### src/rtl/tim_apb_ctrl.sv
// APB slave front-end: turns APB setup/access phases into one-cycle register-block strobes.
// Latency: pready in the 2nd cycle of a transfer plus WAIT_CYCLES wait states.
// Backpressure: pready held low for WAIT_CYCLES; psel/penable drop during WAIT aborts the transfer.
// Optional: define TIM_APB_ADDR_CHECK_EN to reject misaligned or out-of-range (>0x01C) addresses with pslverr.
module tim_apb_ctrl #(
  parameter int WAIT_CYCLES = 0
) (
  input  logic        sys_clk,
  input  logic        sys_rst,
  input  logic        tim_psel,
  input  logic        tim_penable,
  input  logic        tim_pwrite,
  input  logic [11:0] tim_paddr,
  input  logic [31:0] tim_pwdata,
  input  logic [3:0]  tim_pstrb,
  output logic        tim_pready,
  output logic        tim_pslverr,
  output logic [31:0] tim_prdata,
  output logic        wr_en,
  output logic        rd_en,
  output logic [11:0] reg_paddr,
  output logic [31:0] reg_pwdata,
  output logic [3:0]  reg_pstrb,
  input  logic [31:0] reg_prdata,
  input  logic        reg_error_flag
);

  typedef enum logic [1:0] {
    IDLE   = 2'd0,
    WAIT   = 2'd1,
    ACCESS = 2'd2
  } state_t;

  localparam logic [3:0] LP_WAIT = 4'(WAIT_CYCLES);

  state_t      r_state;
  state_t      w_state_nxt;
  logic [3:0]  r_wait_cnt;
  logic [11:0] r_paddr;
  logic [31:0] r_pwdata;
  logic [3:0]  r_pstrb;
  logic        r_write;
  logic        w_setup;
  logic        w_addr_err;

  // A setup phase is psel without penable; penable alone never starts a transfer.
  assign w_setup = tim_psel & ~tim_penable;

`ifdef TIM_APB_ADDR_CHECK_EN
  // Only word-aligned addresses inside the 8-register window are accepted.
  assign w_addr_err = (r_paddr[1:0] != 2'b00) || (r_paddr > 12'h01C);
`else
  assign w_addr_err = 1'b0;
`endif

  assign reg_paddr  = r_paddr;
  assign reg_pwdata = r_pwdata;
  assign reg_pstrb  = r_pstrb;

  // FSM state register.
  always_ff @(posedge sys_clk or posedge sys_rst) begin
    if (sys_rst) begin
      r_state <= IDLE;
    end else begin
      r_state <= w_state_nxt;
    end
  end

  // Next-state and outputs; all outputs decode from the registered state so reset clears them at once.
  always_comb begin
    w_state_nxt = r_state;
    tim_pready  = 1'b0;
    tim_pslverr = 1'b0;
    tim_prdata  = 32'h0;
    wr_en       = 1'b0;
    rd_en       = 1'b0;
    case (r_state)
      IDLE: begin
        if (w_setup) begin
          w_state_nxt = (WAIT_CYCLES > 0) ? WAIT : ACCESS;
        end
      end
      WAIT: begin
        if (!tim_psel || !tim_penable) begin
          w_state_nxt = IDLE;
        end else if (r_wait_cnt <= 4'd1) begin
          w_state_nxt = ACCESS;
        end
      end
      ACCESS: begin
        tim_pready  = 1'b1;
        w_state_nxt = IDLE;
        if (w_addr_err) begin
          tim_pslverr = 1'b1;
        end else if (r_write) begin
          wr_en       = 1'b1;
          tim_pslverr = reg_error_flag;
        end else begin
          rd_en       = 1'b1;
          tim_prdata  = reg_prdata;
        end
      end
      default: begin
        w_state_nxt = IDLE;
      end
    endcase
  end

  // Wait-state counter: loaded at setup, counts down while waiting.
  always_ff @(posedge sys_clk or posedge sys_rst) begin
    if (sys_rst) begin
      r_wait_cnt <= 4'd0;
    end else if (r_state == IDLE && w_setup) begin
      r_wait_cnt <= LP_WAIT;
    end else if (r_state == WAIT && r_wait_cnt != 4'd0) begin
      r_wait_cnt <= r_wait_cnt - 4'd1;
    end
  end

  // Transfer attributes are captured at setup and held until the next setup.
  always_ff @(posedge sys_clk or posedge sys_rst) begin
    if (sys_rst) begin
      r_paddr  <= 12'h0;
      r_pwdata <= 32'h0;
      r_pstrb  <= 4'h0;
      r_write  <= 1'b0;
    end else if (r_state == IDLE && w_setup) begin
      r_paddr  <= tim_paddr;
      r_pwdata <= tim_pwdata;
      r_pstrb  <= tim_pstrb;
      r_write  <= tim_pwrite;
    end
  end

endmodule

### config.mk
export PLATFORM = sky130hd
export DESIGN_NAME = tim_apb_ctrl
export DESIGN_NICKNAME = d
export VERILOG_FILES = /design/src/rtl/tim_apb_ctrl.sv
export SDC_FILE = /design/constraint.sdc
export NUM_CORES = 1
export LEC_CHECK = 0
export CAP_MARGIN = 20
export CORE_ASPECT_RATIO = 0.6
export CORE_UTILIZATION = 35
export DETAILED_ROUTE_END_ITERATION = 8
export PLACE_DENSITY = 0.89
export SYNTH_ARGS = -nofsm -noshare
export SYNTH_HDL_FRONTEND = slang
export SYNTH_SLANG_ARGS = --single-unit
### constraint.sdc
create_clock -name sys_clk -period 2.28 [get_ports sys_clk]
set_input_delay 0.342 -clock sys_clk [delete_from_list [all_inputs] [get_ports sys_clk]]
set_output_delay 0.342 -clock sys_clk [all_outputs]
set_load 0.03 [all_outputs]
=== Word-level counts from Yosys, hierarchy flattened ===
Index checks and enable logic that the tools add are counted.

* Add/sub/neg operators: 1
* Magnitude comparators: 1
* Eq/ne operators: 4
* Muxes and demuxes: 15
* Bitwise operators: 2
* Reductions and logical operators: 9

{| class="wikitable"
|+ Operators by type and width
! cell !! number
|-
| $mux 32 || 2
|-
| $mux 4 || 2
|-
| $mux 1 || 7
|-
| $mux 2 || 3
|-
| $le 4x1->1 const B || 1
|-
| $pmux 2 s2 || 1
|-
| $reduce_bool 4->1 || 1
|-
| $sub 4x1->4 const B || 1
|-
| $ne 3x3->1 const B || 1
|-
| $eq 2x1->1 const B || 1
|-
| $eq 2x2->1 const B || 1
|-
| $logic_and 1x1->1 || 2
|-
| $logic_not 1->1 || 2
|-
| $logic_not 2->1 || 1
|-
| $ne 2x2->1 const B || 1
|-
| $reduce_and 2->1 || 1
|-
| $reduce_bool 2->1 || 1
|-
| $and 1x1->1 || 1
|-
| $logic_or 1x1->1 || 1
|-
| $not 1->1 || 1
|}

* Register bits after elaboration: 55
* Bits of input ports: 86
* Output and inout port bits: 84

=== Longest topological paths before layout ===
* Depth after elaboration: 4
* Mapped depth: 3
* Depth with buffers taken out: 2

=== Least setup slack after synthesis ===
No wires, ideal clock.

* Path type: reg-to-output
* From: register r_state[1]
* To: output port tim_prdata[21]
* Arrival time: 1.595 ns
* Path slack: 0.343 ns
* Stages on the path, launching flop included: 4
* Buffers on the path: 1
* Path through: dfrtp_1 -> and2b_1 -> clkbuf_1 -> and2_1

* Longest elaborated chain between the ends: 2

{| class="wikitable"
|+ RTL lines
! item !! line !! RTL
|-
| from (decl) || 36 || <nowiki>state_t r_state;</nowiki>
|-
| from (signal assigned) || 65 || <nowiki>r_state <= w_state_nxt;</nowiki>
|-
| $eq 2x2->1 || 77 || <nowiki>case (r_state)</nowiki>
|-
| $mux 32 || 77 ||
|-
| to (decl) || 18 || <nowiki>output logic [31:0] tim_prdata,</nowiki>
|}

Every way passes these cells.

=== Worst setup path after layout ===
* From: register r_state[1]
* To: output port tim_prdata[6]

Same word-level chain as after synthesis.

==> impl_results.md <==
* Clk_skew at 4.53 ps
* Outcome: finished, final reports clean
* Final wirelength at 5970 microns
* Htree depth at 2
* GRT Total Usage at 0.191
* Clk_lat worst skew at 290 ps
* N_diodes at 0
* Post-CTS sizing at 32
* GPL Wtd Cong at 0.822
* Fin worst setup slack at 203 ps
* TritonCTS Buffers at 5
* Hold_buf cts at 0
* Post-place setup slack at 252 ps
* Post-Syn Nets at 230
* # Post-CTS Setup Buffers at 0
* Final Cell Area at 3930 sq um
* Area Growth Syn to Fin at 86.1%
* Final setup fails at 0
* Initial core utilization at 0.371
* Die Wd at 102 microns
* Post-DR vias/cell at 4.34
* Clock transition at path regs at 90 ps
* Largest net degree at the start of global routing at 34
* Synth area leaders: dfrtp_1, mux2_2, and2_1
* Max_cap viols at 0
* Count of pins over their slew limit at 0
* Clock share of power at 0.190
* # rows at 21
* Vias in the first global route at 1765
* Initial DRC count at 13
* CP Launch Type: flop
* PwrDens at 695 nW/um^2
* Final ANT Viol Nets at 0
* Net Sw Frac at 0.331
* Pleak at 1.77 nW
* Synth area leader: dfrtp_1
* Hold/Removal Path Class: input port to async pin
* Core area at 5700 sq um
* Seq pwr share at 0.408
* Worst EP required at 1940 ps
* CTS root buf: clkbuf_8
* Worst path arrival time at 1730 ps
* Crit path cell chain: and2b_1, buf_4, and2_1, dlygate4sd2_1
* Fin crit period at 2080 ps
* Top-area cell type share of the netlist area at 0.592
* Die Ht at 62.2 microns
* Total negative slack at 0 ps
* Relative slew slack at 0.699
* Sw Pwr at 0.904 mW
* First-pass detailed-route iteration total at 4
* Measured slew at the worst slew-check pin at 450 ps
* CTS tree: yes
* RSZ-0062 raised after global routing: false
* Total die area at 6360 sq um
* Global-route wire length before repair at 9160 microns
* Layout cells sized above 1 at 0.189
* Final HPWL DP at 4880 microns
* # clock sinks at 50
* Syn avg cell area at 14.7 sq um
* Initial antenna violation count at 0
* Gate Count Post-Synth at 144
* Via count at 1727
* Placed inst area at 3870 sq um
* DRC at 0
* Logic gate share of total power at 0.401
* Aggregate global routing overflow at 0
* Setup crit end kind: output pin
* Worst ir drop on vdd at 0.000388 V
* Hold Vio Cnt, Final at 0
* Register area share after synthesis at 0.592
* Final Cycle Share at 0.911
* Mapped Area at 2110 sq um
* Crit Path Max Fanout at 33
* Netlist cell types at 10
* FMAX at 481 MHz
* Clock Path Buffers at 2
* #FFs+latches synth at 50
* Crit path kind: flop to output pin
* Drt wl/cell at 15.0 microns
* Internal power at 1.83 mW
* Yosys warns at 0
* Final net count at 403
* Largest stage delay, worst path at 450 ps
* IO Port Bufs at 169
* Crit-path slowest cell: dfrtp_1
* Io pins at 170
[layout by cell type, fill, tap and decap left out, drive strengths merged]
master,n
and2,33
and2b,1
and3,1
buf,5
clkbuf,6
clkdlybuf4s50,136
clkinv,1
clkinvlp,1
dfrtp,50
dlygate4sd2,32
dlymetal6s2s,1
inv,1
mux2,49
nor3b,1
[cells by family after synthesis]
| family | share of synthesized area |
|---|---|
| DFF | 0.592 |
| muxes | 0.261 |
| and+or+nand+nor | 0.113 |
| buffers and inverters | 0.0337 |
[power groups by stage]
stage | registers [mW] | clock network (mW) | logic (mW)
after floorplan | 1.44 | 0 | 0.258
after global placement | 1.13 | 0 | 1.11
after detailed placement | 1.14 | 0 | 1.12
after CTS | 1.12 | 0.546 | 1.11
after global routing | 1.14 | 0.582 | 1.15
final | 1.12 | 0.520 | 1.10
[worst paths after layout]
| check | depth (start not counted) | slack [ps] | from | to |
|---|---|---|---|---|
| worst max register to register | 3 | 710 | r_state[1]$_DFFE_PP0P_ | reg_paddr[3]$_DFFE_PP0P_ |
| max in group asynchronous | 3 | 1320 | sys_rst | reg_pwdata[10]$_DFFE_PP0P_ |
| worst max-delay path | 4 | 200 | r_state[1]$_DFFE_PP0P_ | tim_prdata[6] |
| min in group sys_clk | 1 | 490 | reg_pwdata[12]$_DFFE_PP0P_ | reg_pwdata[12]$_DFFE_PP0P_ |
| worst min-delay path | 2 | 370 | sys_rst | r_write$_DFFE_PP0P_ |
| worst min register to register | 1 | 490 | reg_pwdata[12]$_DFFE_PP0P_ | reg_pwdata[12]$_DFFE_PP0P_ |
[registers in the layout, indices dropped and copies added (netlist names)]
register,count
r_write,1
reg_paddr,12
r_state,1
reg_pwdata,32
reg_pstrb,4
[metrics by stage]
stage,utilization,cells,power [mW],hold WS (ps)
after floorplan,-,144,1.70,477
after global placement,0.680,390,2.23,468
after detailed placement,0.680,390,2.26,474
after CTS,0.689,398,2.77,376
after global routing,0.690,398,2.87,391
final,0.690,398,2.73,368
[synth_stat cells]
cell type and instances:
dfrtp_1 50, nor3b_4 1, mux2_2 45, and2b_1 1
clkbuf_1 3, and2_1 33, mux2_1 4, inv_1 1
and3_1 1, buf_6 5
[critical path, delay by kind of cell, from the launching register on]
kind | cells | cell delay [ps]
flip-flops | 1 | 450
buffers and inverters | 2 | 660
AND/OR/NAND/NOR | 2 | 340
[cell type report]
| type | instances | area (sq um) |
|---|---|---|
| clock inverter | 2 | 12.5 |
| tap | 80 | 100 |
| multi-input combinational | 85 | 791 |
| clock buffer | 6 | 82.6 |
| inverter | 1 | 3.75 |
| timing repair buffer | 174 | 1690 |
| fill | 444 | 1770 |
| sequential | 50 | 1250 |
[routing by layer]
layer / track usage / vias up / wire (microns)
met5: 0 / - / 0
met2: 0.310 / 67 / 2830
li1: - / 828 / -
met1: 0.251 / 830 / 2680
met3: 0.0676 / 2 / 448
met4: 0.0268 / 0 / 14
(Power assumes the default switching activity.)
